===== src/rtl/mem_ctrl_pkg.sv =====
// rtl/mem_ctrl_pkg.sv - shared types and defaults for the memory access controller
// Contents: state enum, requester owner encoding, default address width.
package mem_ctrl_pkg;

  localparam int DEF_ADDR_W = 16;

  typedef enum logic [2:0] {
    IDLE,
    ADDR,
    ACCESS,
    CAPTURE,
    DONE,
    ERROR
  } mac_state_e;

  typedef enum logic {
    OWN_FETCH = 1'b0,
    OWN_DATA  = 1'b1
  } owner_e;

endpackage


===== src/rtl/mem_access_ctrl_if.sv =====
// rtl/mem_access_ctrl_if.sv - request/strobe bundle between control unit, controller and MAR/MDR/memory
// Signals: fetch_req/fetch_addr, data_req/data_we/data_addr, mem_ready (into the controller);
//          MAR_load/MAR_addr, mem_rd/mem_wr, MDR_load_mem/MDR_bus_out_en, done_fetch/done_data, err (out).
// Modports: slave = the controller, master = the requesters/memory side.
interface mem_access_ctrl_if
  import mem_ctrl_pkg::*;
#(
  parameter int ADDR_W = DEF_ADDR_W
);
  logic              fetch_req;
  logic [ADDR_W-1:0] fetch_addr;
  logic              data_req;
  logic              data_we;
  logic [ADDR_W-1:0] data_addr;
  logic              mem_ready;
  logic              MAR_load;
  logic [ADDR_W-1:0] MAR_addr;
  logic              mem_rd;
  logic              mem_wr;
  logic              MDR_load_mem;
  logic              MDR_bus_out_en;
  logic              done_fetch;
  logic              done_data;
  logic              err;

  modport slave (
    input  fetch_req, fetch_addr, data_req, data_we, data_addr, mem_ready,
    output MAR_load, MAR_addr, mem_rd, mem_wr, MDR_load_mem, MDR_bus_out_en,
           done_fetch, done_data, err
  );

  modport master (
    output fetch_req, fetch_addr, data_req, data_we, data_addr, mem_ready,
    input  MAR_load, MAR_addr, mem_rd, mem_wr, MDR_load_mem, MDR_bus_out_en,
           done_fetch, done_data, err
  );
endinterface


===== src/rtl/mac_wait_timer.sv =====
// rtl/mac_wait_timer.sv - ACCESS-phase wait counter with minimum-wait and timeout flags
// Ports: clk_i, rst_ni (async active-low), clear_i (load 0), count_i (advance),
//        min_reached_o (count >= WAIT_CYCLES), timeout_o (count == TIMEOUT-1).
module mac_wait_timer #(
  parameter int WAIT_CYCLES = 1,
  parameter int TIMEOUT     = 15
) (
  input  logic clk_i,
  input  logic rst_ni,
  input  logic clear_i,
  input  logic count_i,
  output logic min_reached_o,
  output logic timeout_o
);
  localparam int CW = $clog2(TIMEOUT + 1);

  logic [CW-1:0] cnt_q, cnt_d;

  // Saturates at TIMEOUT so the counter can never wrap back below the thresholds.
  always_comb begin
    cnt_d = cnt_q;
    if (clear_i) begin
      cnt_d = '0;
    end else if (count_i && (cnt_q != CW'(TIMEOUT))) begin
      cnt_d = cnt_q + 1'b1;
    end
  end

  always_ff @(posedge clk_i or negedge rst_ni) begin
    if (!rst_ni) begin
      cnt_q <= '0;
    end else begin
      cnt_q <= cnt_d;
    end
  end

  generate
    if (WAIT_CYCLES == 0) begin : g_no_wait
      assign min_reached_o = 1'b1;
    end else begin : g_wait
      assign min_reached_o = (cnt_q >= CW'(WAIT_CYCLES));
    end
  endgenerate

  assign timeout_o = (cnt_q == CW'(TIMEOUT - 1));

endmodule


===== src/rtl/mem_access_ctrl.sv =====
// rtl/mem_access_ctrl.sv - fetch/data arbiter and MAR/MDR transaction sequencer
// Ports: MAC_clock, MAC_reset (async active-low), bus (slave modport of mem_access_ctrl_if).
// All bus outputs come from registers loaded with the decode of the next state.
module mem_access_ctrl
  import mem_ctrl_pkg::*;
#(
  parameter int ADDR_W      = DEF_ADDR_W,
  parameter int WAIT_CYCLES = 1,
  parameter int TIMEOUT     = 15,
  parameter int STARVE_MAX  = 2
) (
  input  logic               MAC_clock,
  input  logic               MAC_reset,
  mem_access_ctrl_if.slave   bus
);
  localparam int SW = (STARVE_MAX < 1) ? 1 : $clog2(STARVE_MAX + 1);

  mac_state_e        state_q, state_d;
  owner_e            owner_q, owner_d;
  logic              we_q, we_d;
  logic [ADDR_W-1:0] addr_q, addr_d;
  logic [SW-1:0]     starve_q, starve_d;

  logic              mar_load_q, mar_load_d;
  logic [ADDR_W-1:0] mar_addr_q, mar_addr_d;
  logic              mem_rd_q, mem_rd_d;
  logic              mem_wr_q, mem_wr_d;
  logic              mdr_load_q, mdr_load_d;
  logic              bus_en_q, bus_en_d;
  logic              done_fetch_q, done_fetch_d;
  logic              done_data_q, done_data_d;
  logic              err_q, err_d;

  logic              min_reached;
  logic              timed_out;

  mac_wait_timer #(
    .WAIT_CYCLES (WAIT_CYCLES),
    .TIMEOUT     (TIMEOUT)
  ) u_wait_timer (
    .clk_i         (MAC_clock),
    .rst_ni        (MAC_reset),
    .clear_i       (state_q == ADDR),
    .count_i       (state_q == ACCESS),
    .min_reached_o (min_reached),
    .timeout_o     (timed_out)
  );

  always_comb begin
    state_d  = state_q;
    owner_d  = owner_q;
    we_d     = we_q;
    addr_d   = addr_q;
    starve_d = starve_q;

    case (state_q)
      IDLE: begin
        if (bus.data_req && !(bus.fetch_req && (starve_q == SW'(STARVE_MAX)))) begin
          owner_d = OWN_DATA;
          we_d    = bus.data_we;
          addr_d  = bus.data_addr;
          state_d = ADDR;
          // Reaching here with fetch pending implies starve_q < STARVE_MAX,
          // so the increment saturates naturally.
          if (bus.fetch_req) begin
            starve_d = starve_q + 1'b1;
          end
        end else if (bus.fetch_req) begin
          owner_d  = OWN_FETCH;
          we_d     = 1'b0;
          addr_d   = bus.fetch_addr;
          starve_d = '0;
          state_d  = ADDR;
        end
      end
      ADDR:    state_d = ACCESS;
      ACCESS: begin
        if (min_reached && bus.mem_ready) begin
          state_d = we_q ? DONE : CAPTURE;
        end else if (timed_out) begin
          state_d = ERROR;
        end
      end
      CAPTURE: state_d = DONE;
      DONE:    state_d = IDLE;
      ERROR:   state_d = IDLE;
      default: state_d = IDLE;
    endcase
  end

  // Output decode from the next state so the registered strobes line up with the state.
  always_comb begin
    mar_load_d   = (state_d == ADDR);
    mar_addr_d   = (state_d == ADDR) ? addr_d : mar_addr_q;
    mem_rd_d     = (state_d == ACCESS) && !we_d;
    mem_wr_d     = (state_d == ACCESS) && we_d;
    mdr_load_d   = (state_d == CAPTURE);
    bus_en_d     = (state_d == DONE) && !we_d;
    done_fetch_d = (state_d == DONE) && (owner_d == OWN_FETCH);
    done_data_d  = (state_d == DONE) && (owner_d == OWN_DATA);
    err_d        = (state_d == ERROR);
  end

  always_ff @(posedge MAC_clock or negedge MAC_reset) begin
    if (!MAC_reset) begin
      state_q      <= IDLE;
      owner_q      <= OWN_FETCH;
      we_q         <= 1'b0;
      addr_q       <= '0;
      starve_q     <= '0;
      mar_load_q   <= 1'b0;
      mar_addr_q   <= '0;
      mem_rd_q     <= 1'b0;
      mem_wr_q     <= 1'b0;
      mdr_load_q   <= 1'b0;
      bus_en_q     <= 1'b0;
      done_fetch_q <= 1'b0;
      done_data_q  <= 1'b0;
      err_q        <= 1'b0;
    end else begin
      state_q      <= state_d;
      owner_q      <= owner_d;
      we_q         <= we_d;
      addr_q       <= addr_d;
      starve_q     <= starve_d;
      mar_load_q   <= mar_load_d;
      mar_addr_q   <= mar_addr_d;
      mem_rd_q     <= mem_rd_d;
      mem_wr_q     <= mem_wr_d;
      mdr_load_q   <= mdr_load_d;
      bus_en_q     <= bus_en_d;
      done_fetch_q <= done_fetch_d;
      done_data_q  <= done_data_d;
      err_q        <= err_d;
    end
  end

  assign bus.MAR_load       = mar_load_q;
  assign bus.MAR_addr       = mar_addr_q;
  assign bus.mem_rd         = mem_rd_q;
  assign bus.mem_wr         = mem_wr_q;
  assign bus.MDR_load_mem   = mdr_load_q;
  assign bus.MDR_bus_out_en = bus_en_q;
  assign bus.done_fetch     = done_fetch_q;
  assign bus.done_data      = done_data_q;
  assign bus.err            = err_q;

endmodule


===== src/flat_wrapper.sv =====
// flat-port wrapper written by rule: the top's interface ports become plain ports
module mem_access_ctrl_flat import mem_ctrl_pkg::*;
#(
  parameter int ADDR_W      = DEF_ADDR_W,
  parameter int WAIT_CYCLES = 1,
  parameter int TIMEOUT     = 15,
  parameter int STARVE_MAX  = 2
)
  (MAC_clock, MAC_reset, bus_fetch_req, bus_fetch_addr, bus_data_req, bus_data_we, bus_data_addr, bus_mem_ready, bus_MAR_load, bus_MAR_addr, bus_mem_rd, bus_mem_wr, bus_MDR_load_mem, bus_MDR_bus_out_en, bus_done_fetch, bus_done_data, bus_err);
  mem_access_ctrl_if #(.ADDR_W(ADDR_W)) bus_i ();
  input  logic MAC_clock;
  input  logic MAC_reset;
  input wire logic [$bits(bus_i.fetch_req)-1:0] bus_fetch_req;
  input wire logic [$bits(bus_i.fetch_addr)-1:0] bus_fetch_addr;
  input wire logic [$bits(bus_i.data_req)-1:0] bus_data_req;
  input wire logic [$bits(bus_i.data_we)-1:0] bus_data_we;
  input wire logic [$bits(bus_i.data_addr)-1:0] bus_data_addr;
  input wire logic [$bits(bus_i.mem_ready)-1:0] bus_mem_ready;
  output wire logic [$bits(bus_i.MAR_load)-1:0] bus_MAR_load;
  output wire logic [$bits(bus_i.MAR_addr)-1:0] bus_MAR_addr;
  output wire logic [$bits(bus_i.mem_rd)-1:0] bus_mem_rd;
  output wire logic [$bits(bus_i.mem_wr)-1:0] bus_mem_wr;
  output wire logic [$bits(bus_i.MDR_load_mem)-1:0] bus_MDR_load_mem;
  output wire logic [$bits(bus_i.MDR_bus_out_en)-1:0] bus_MDR_bus_out_en;
  output wire logic [$bits(bus_i.done_fetch)-1:0] bus_done_fetch;
  output wire logic [$bits(bus_i.done_data)-1:0] bus_done_data;
  output wire logic [$bits(bus_i.err)-1:0] bus_err;
  assign bus_i.fetch_req = bus_fetch_req;
  assign bus_i.fetch_addr = bus_fetch_addr;
  assign bus_i.data_req = bus_data_req;
  assign bus_i.data_we = bus_data_we;
  assign bus_i.data_addr = bus_data_addr;
  assign bus_i.mem_ready = bus_mem_ready;
  assign bus_MAR_load = bus_i.MAR_load;
  assign bus_MAR_addr = bus_i.MAR_addr;
  assign bus_mem_rd = bus_i.mem_rd;
  assign bus_mem_wr = bus_i.mem_wr;
  assign bus_MDR_load_mem = bus_i.MDR_load_mem;
  assign bus_MDR_bus_out_en = bus_i.MDR_bus_out_en;
  assign bus_done_fetch = bus_i.done_fetch;
  assign bus_done_data = bus_i.done_data;
  assign bus_err = bus_i.err;
  mem_access_ctrl #(.ADDR_W(ADDR_W), .WAIT_CYCLES(WAIT_CYCLES), .TIMEOUT(TIMEOUT), .STARVE_MAX(STARVE_MAX)) u_core (.MAC_clock(MAC_clock), .MAC_reset(MAC_reset), .bus(bus_i));
endmodule

===== config.mk =====
export PLATFORM = sky130hd
export DESIGN_NAME = mem_access_ctrl_flat
export DESIGN_NICKNAME = d
export VERILOG_FILES = /design/src/rtl/mem_ctrl_pkg.sv /design/src/rtl/mem_access_ctrl_if.sv /design/src/rtl/mac_wait_timer.sv /design/src/rtl/mem_access_ctrl.sv /design/src/flat_wrapper.sv
export SDC_FILE = /design/constraint.sdc
export NUM_CORES = 1
export LEC_CHECK = 0
export ABC_AREA = 1
export CAP_MARGIN = 15
export CORE_ASPECT_RATIO = 0.6
export CORE_MARGIN = 3
export CORE_UTILIZATION = 46
export CTS_BUF_LIST = sky130_fd_sc_hd__clkbuf_8
export CTS_CLUSTER_DIAMETER = 60
export DETAILED_ROUTE_END_ITERATION = 10
export PLACE_DENSITY = 0.81
export SLEW_MARGIN = 10
export SYNTH_ARGS = -nofsm -noshare
export SYNTH_HDL_FRONTEND = slang
export SYNTH_SLANG_ARGS = --single-unit

===== constraint.sdc =====
create_clock -name MAC_clock -period 1.9 [get_ports MAC_clock]
set_input_delay 0.19 -clock MAC_clock [delete_from_list [all_inputs] [get_ports MAC_clock]]
set_output_delay 0.19 -clock MAC_clock [all_outputs]
set_load 0.02 [all_outputs]

# Yosys cells after proc, flatten, opt, wreduce, memory -nomap -nowiden
# Index checks and enable logic that the tools add are counted.
totals:
  input_bits: 38
  word_cells: 64
  output_inout_bits: 24
  reg_bits: 51
classes:
  n_eq_ne: 11
  n_reduce_logical: 14
  n_lt_le_gt_ge: 1
  n_addsub: 2
  muxes: 20
  bitwise_logic: 1
op_table:
  columns: ["op", "count"]
  rows:
  - ["$mux 16", 3]
  - ["$mux 3", 5]
  - ["$eq 3x2->1 const B", 4]
  - ["$pmux 3 s4", 1]
  - ["$logic_and 1x1->1", 9]
  - ["$mux 4", 2]
  - ["$eq 3x1->1 const B", 2]
  - ["$eq 3x3->1 const B", 2]
  - ["$mux 1", 6]
  - ["$mux 2", 3]
  - ["$add 4x1->4 const B", 1]
  - ["$eq 4x4->1 const B", 1]
  - ["$ge 4x1->1 const B", 1]
  - ["$ne 4x4->1 const B", 1]
  - ["$logic_not 3->1", 1]
  - ["$add 2x1->2 const B", 1]
  - ["$eq 2x2->1 const B", 1]
  - ["$logic_not 1->1", 2]
  - ["$reduce_and 2->1", 1]
  - ["$reduce_bool 2->1", 1]
  - ["$not 1->1", 1]

# Longest topological paths before layout
# Gate-level depths: netlist of run 1.
depth:
  word_depth: 8
  ltp_mapped: 11
  ltp_nobuf: 11

# Cells and area by module
# From an unflattened synthesis of run 1, not the netlist that was laid out.
unflattened:
  hier_cells: 318
  hier_area_um2: 2593.7
by_module_without_submodules:
  columns: ["module", "area_per_inst_um2", "cells_each", "n_inst", "seq_area_each_um2"]
  rows:
  - ["mem_access_ctrl", 2309.7, 285, 1, 1176.1]
  - ["mac_wait_timer", 284.0, 33, 1, 100.1]

# Least setup slack after synthesis of run 1
# Ideal clock, no wire load.
synth_timing:
  path_type: "flip-flop to flip-flop"
  from: "reg u_core.u_wait_timer.cnt_q[0]"
  to: "reg u_core.bus_en_q, in the netlist u_core.bus.MDR_bus_out_en"
  path_buffers: 0
  arrival_ns: 1.290
  t_required_ns: 1.813
  setup_time_ns: 0.087
  slack_ns: 0.523
  synth_period_minus_slack_ns: 1.377
  stages_incl_launch_ff: 10
  cell_sequence: "dfrtp_1 -> inv_1 -> ha_1 -> inv_1 -> nor2_1 -> nand2_1 -> nand3_1 -> nand2_1 -> nand3_1 -> nor3_1"
synth_via:
  elab_chain_len: 6
  word_cells_on_any_way: 8
  classes_between: "order compare: 1; eq/ne: 2; mux: 3; reduce/logical: 2"
synth_rtl:
  columns: ["item", "line", "rtl"]
  rows:
  - ["from (decl)", "mac_wait_timer.sv:17", "logic [CW-1:0] cnt_q, cnt_d;"]
  - ["from (signal assigned)", "mac_wait_timer.sv:33", "cnt_q <= cnt_d;"]
  - ["$ge 4x1->1 or $eq 4x4->1 (tied branches)", "mac_wait_timer.sv:41, mac_wait_timer.sv:45", null]
  - ["$logic_and 1x1->1 or $mux 3 (tied branches)", "mem_access_ctrl.sv:78, mem_access_ctrl.sv:80", null]
  - ["$mux 3 *", "mem_access_ctrl.sv:78", "if (min_reached && bus.mem_ready) begin"]
  - ["$pmux 3 s4 *", "mem_access_ctrl.sv:56", "case (state_q)"]
  - ["$eq 3x3->1 *", "mem_access_ctrl.sv:98", "bus_en_d = (state_d == DONE) && !we_d;"]
  - ["$logic_and 1x1->1 *", "mem_access_ctrl.sv:98", null]
  - ["via u_core.bus_en_d", "mem_access_ctrl.sv:29", "logic bus_en_q, bus_en_d;"]
  - ["to (signal assigned)", "mem_access_ctrl.sv:131", "bus_en_q <= bus_en_d;"]
  - ["to (decl)", "mem_access_ctrl.sv:29", null]
# Mark *: on every way through the listed nets, which the timed path passes. The rest lies on a longest branch.
# A chain may end at the register's enable or synchronous reset.

# Worst setup path in the final report of run 1
layout_timing:
  from: "reg u_core.u_wait_timer.cnt_q[1]"
  to: "reg u_core.done_fetch_q, in the netlist u_core.bus.done_fetch"
layout_via:
  elab_chain_len: 6
  word_cells_on_any_way: 8
  classes_between: "order compare: 1; eq/ne: 2; mux: 3; reduce/logical: 2"
layout_rtl:
  columns: ["item", "line", "rtl"]
  rows:
  - ["$ge 4x1->1 or $eq 4x4->1 (tied branches)", "mac_wait_timer.sv:41, mac_wait_timer.sv:45", null]
  - ["$logic_and 1x1->1 or $mux 3 (tied branches)", "mem_access_ctrl.sv:78, mem_access_ctrl.sv:80", null]
  - ["$mux 3 *", "mem_access_ctrl.sv:78", null]
  - ["$pmux 3 s4 *", "mem_access_ctrl.sv:56", null]
  - ["$eq 3x3->1 *", "mem_access_ctrl.sv:99", "done_fetch_d = (state_d == DONE) && (owner_d == OWN_FETCH);"]
  - ["$logic_and 1x1->1 *", "mem_access_ctrl.sv:99", null]
  - ["via u_core.done_fetch_d", "mem_access_ctrl.sv:30", "logic done_fetch_q, done_fetch_d;"]
  - ["to (signal assigned)", "mem_access_ctrl.sv:132", "done_fetch_q <= done_fetch_d;"]
  - ["to (decl)", "mem_access_ctrl.sv:30", null]
# Marks and branches as above.

==> results of run 1 <==
==> flip-flops by register name, indices dropped and copies added, names as in the netlist <==
signal / count
u_core.bus.MAR_addr: 16
u_core.bus.MAR_load: 1
u_core.bus.MDR_bus_out_en: 1
u_core.bus.MDR_load_mem: 1
u_core.bus.done_data: 1
u_core.bus.done_fetch: 1
u_core.bus.err: 1
u_core.bus.mem_rd: 1
u_core.bus.mem_wr: 1
u_core.owner_q: 1
u_core.starve_q: 2
u_core.state_q: 3
u_core.u_wait_timer.cnt_q: 4
u_core.we_q: 1
==> layout by cell type, fill, tap and decap left out <==
| master | instances |
|---|---|
| a21oi_1 | 4 |
| buf_12 | 1 |
| buf_2 | 1 |
| buf_4 | 1 |
| clkbuf_8 | 6 |
| clkdlybuf4s50_1 | 60 |
| clkinv_2 | 1 |
| dfrtp_1 | 35 |
| ha_1 | 5 |
| inv_1 | 45 |
| inv_2 | 1 |
| nand2_1 | 29 |
| nand2_2 | 2 |
| nand3_1 | 10 |
| nand3_2 | 1 |
| nand4_1 | 2 |
| nor2_1 | 14 |
| nor2_2 | 3 |
| nor3_1 | 5 |
| nor3_2 | 1 |
| nor3_4 | 1 |
| o211ai_1 | 15 |
| o21ai_0 | 25 |
| o21ai_1 | 3 |
| o21ai_2 | 1 |
| o31ai_1 | 1 |
| xor2_1 | 1 |
==> layout make-up <==
class,instances,area [um2],area share (%)
clock inverters,1,5.005,0.2000
inverters,46,172.7,6.900
well taps,45,56.30,2.250
clock buffers,6,82.58,3.300
flip-flops and latches,35,875.8,35.00
multi-input cells,123,676.9,27.05
repair buffers,63,633.1,25.30
==> routing by layer <==
layer,up-vias,track usage [%],part of all wire [%]
li1,807,-,-
met1,720,29.95,51
met2,59,29.31,40
met3,2,6.767,8.4
met4,0,3.886,0.25
met5,-,0,0
==> logic make-up (layout without fill, tap and decap cells) <==
kind of cell	after synthesis	count (layout)	synth area share, %
buffers and inverters	55	116	13.58
flip-flops	35	35	48.75
XOR/XNOR	1	1	0.4876
AO/OA/AOI/OAI	49	49	16.09
AND/OR/NAND/NOR	68	68	17.62
adder cells (fa/ha/maj)	5	5	3.482
==> per-stage QoR <==
| stage | hold WS (ns) | utilization [%] | total power (W) |
|---|---|---|---|
| floorplan | -0.1056 | - | 0.002538 |
| global placement | 0.2951 | 69.32 | 0.003202 |
| detailed placement | 0.3110 | 69.32 | 0.003254 |
| CTS | 0.001519 | 71.84 | 0.003807 |
| global route | 0.04286 | 71.84 | 0.004094 |
| finish | -0.02194 | 71.84 | 0.003787 |
==> power by group through the flow <==
stage | clock, W | combinational (W) | sequential (W)
floorplan | 0 | 0.00103 | 0.00151
global placement | 0 | 0.00193 | 0.00127
detailed placement | 0 | 0.00198 | 0.00127
CTS | 0.000542 | 0.00200 | 0.00127
global route | 0.000571 | 0.00222 | 0.00131
finish | 0.000529 | 0.00199 | 0.00127
==> final timing paths <==
kind	startpoint	to	slack [ns]	depth (start not counted)
worst min register to register	u_core.bus.MAR_addr[14]$_DFFE_PN0N_	u_core.bus.MAR_addr[14]$_DFFE_PN0N_	0.47	2
min in group MAC_clock	u_core.bus.MAR_addr[14]$_DFFE_PN0N_	u_core.bus.MAR_addr[14]$_DFFE_PN0N_	0.47	2
worst max register to register	u_core.u_wait_timer.cnt_q[1]$_DFFE_PN0P_	u_core.bus.done_fetch$_DFF_PN0_	0.16	9
worst min-delay path	MAC_reset	u_core.bus.MAR_addr[4]$_DFFE_PN0N_	-0.02	1
worst max-delay path	u_core.u_wait_timer.cnt_q[1]$_DFFE_PN0P_	u_core.bus.done_fetch$_DFF_PN0_	0.16	9
max in group asynchronous	MAC_reset	u_core.bus.MAR_addr[6]$_DFFE_PN0N_	1.42	1
==> flow_metrics.py, run 1 <==
metrics = {
    "clock_tree": {
        "cts_tree": "yes",
        "root_buffer": "clkbuf_8",
        "htreeDepth": 2,
        "cts_hold_buf": 0,
        "clock_sinks": 35,
        "cts_setup_buffers": 0,
        "cts-buffers-inserted": 5,
        "clk_path_buf_depth": 2,
        "path_clk_slew_ns": 0.07,
        "clk_latency_ns": 0.28,
        "post_cts_resized": 0,
    },
    "synth": {
        "synth-edff-count": 0,
        "synth_area_leaders": "dfrtp_1 (49%), inv_1 (9.4%), o21ai_0 (7.0%)",
        "synth.most_common_cell": "inv_1",
        "ys_ff_latch": 35,
        "ys_seq_area_share_pct": 48.75,
        "syn_area_per_cell_um2": 8.435,
        "yosysTopAreaCellShare_pct": 48.75,
        "synthesis.area_um2": 1797,
        "async_flop_share_pct": 100.0,
        "yosysUniqueCellTypes": 25,
        "syn-num-nets": 256,
        "synth_top_cell_by_area": "dfrtp_1",
        "synthCells": 213,
        "ys_warn_count": 0,
        "synth_ff_type": "dfrtp_1",
        "synth_common_cells": "inv_1 (45), dfrtp_1 (35), nand2_1 (29)",
    },
    "cells_and_area": {
        "fin_cells": 319,
        "syn_to_final_growth_pct": 39.28,
        "fin_area_um2": 2502,
        "n_fill_cell": 273,
        "nets": 317,
        "diodes": 0,
        "drive_gt1_share_pct": 7.299,
    },
    "setup_path": {
        "critPathBufInv": 2,
        "crit_path_max_incr_delay_ns": 0.45,
        "crit_type": "reg -> reg",
        "crit_fanout": 5,
        "crit_slowest_cell": "dfrtp_1",
        "crit_arrival_ns": 1.92,
        "required_ns": 2.09,
        "cp-end-kind": "register",
        "critical_path.top_delay_family": "simple AND/OR/NAND/NOR gates",
        "cp-start-kind": "register",
        "crit_chain": "inv_1 > ha_1 > inv_1 > nor2_1 > nand2_1 > nand3_1 > nand2_1 > nand3_1 > nor3_1",
    },
    "grt": {
        "grt_pass1_vias": 1514,
        "grt_usage_pct": 20.39,
        "grt_remaining_overflow": 0,
        "grt_max_degree": 36,
        "antenna_found_initial": 0,
        "grt_pass1_wl_mm": 7.286,
    },
    "route": {
        "vias": 1588,
        "drcViolationCount": 0,
        "routed_via_density": 4.978,
        "dr.pass1.iters": 4,
        "drtIter0Drc": 114,
        "drt_wl_total_mm": 4.454,
        "post_drt_wl_per_cell_um": 13.96,
        "postRouteAntennaNets": 0,
    },
    "timing": {
        "slew_headroom_pct": 48.83,
        "tightestPinTransition_ns": 0.7675,
        "setup_viol": 0,
        "hold_viol_final": 29,
        "rsz0062_at_grt": "no",
        "setup_tns_ns": 0,
        "fin_crit_sh_pct": 91.52,
        "setup_ws_ns": 0.1612,
        "final-max-slew-violation-count": 0,
        "max_clock_freq_mhz": 575.1,
        "hold_ws_ns": -0.02194,
        "period_needed_ns": 1.739,
        "skew_ns": 0.007372,
    },
    "power_and_ir_drop": {
        "pwr-share-clk_pct": 14.0,
        "power.leakage_nw": 1.193,
        "seqPwrFrac_pct": 33.6,
        "power_frac_comb_pct": 52.5,
        "switching_share_pct": 42.86,
        "intPower_w": 0.002164,
        "power_per_cell_area_nw_per_um2": 1513,
        "power.switching_w": 0.001623,
        "peakVddDrop_mv": 0.8900,
    },
    "placement": {
        "dp_slack_ns": 0.1896,
        "gp_congestion": 0.8774,
        "dpl.cell_count": 312,
        "place_area_um2": 2415,
        "hpwl_mm": 3.355,
        "io_buffers": 61,
    },
    "outcome": {
        "status": "complete, but fails checks",
        "violations": "negative hold slack",
    },
    "job": {
        "max_cap_violations": 0,
    },
    "die": {
        "dieArea_um2": 4717,
        "ios": 62,
        "core_area_um2": 3483,
        "die_x_um": 86.69,
        "initial_core_util_pct": 51.58,
        "rows": 16,
        "die_y_um": 54.41,
    },
    "min_path": {
        "min_path_type": "in -> async",
    },
}
Power figures use the tool's default switching activity.
==> run 2, diff against run 1 <==
--- a/constraint.sdc
+++ b/constraint.sdc
@@ -3,2 +3,2 @@
 set_output_delay 0.19 -clock MAC_clock [all_outputs]
-set_load 0.02 [all_outputs]
+set_load 0.005 [all_outputs]
==> results of run 2 <==
Same layout as run 1 (identical final DEF). Status: complete, but fails checks: negative hold slack.
Among the figures that moved: total power 0.003787 W -> 0.003525 W; worst IR drop on VDD 0.8900 mV -> 0.7814 mV
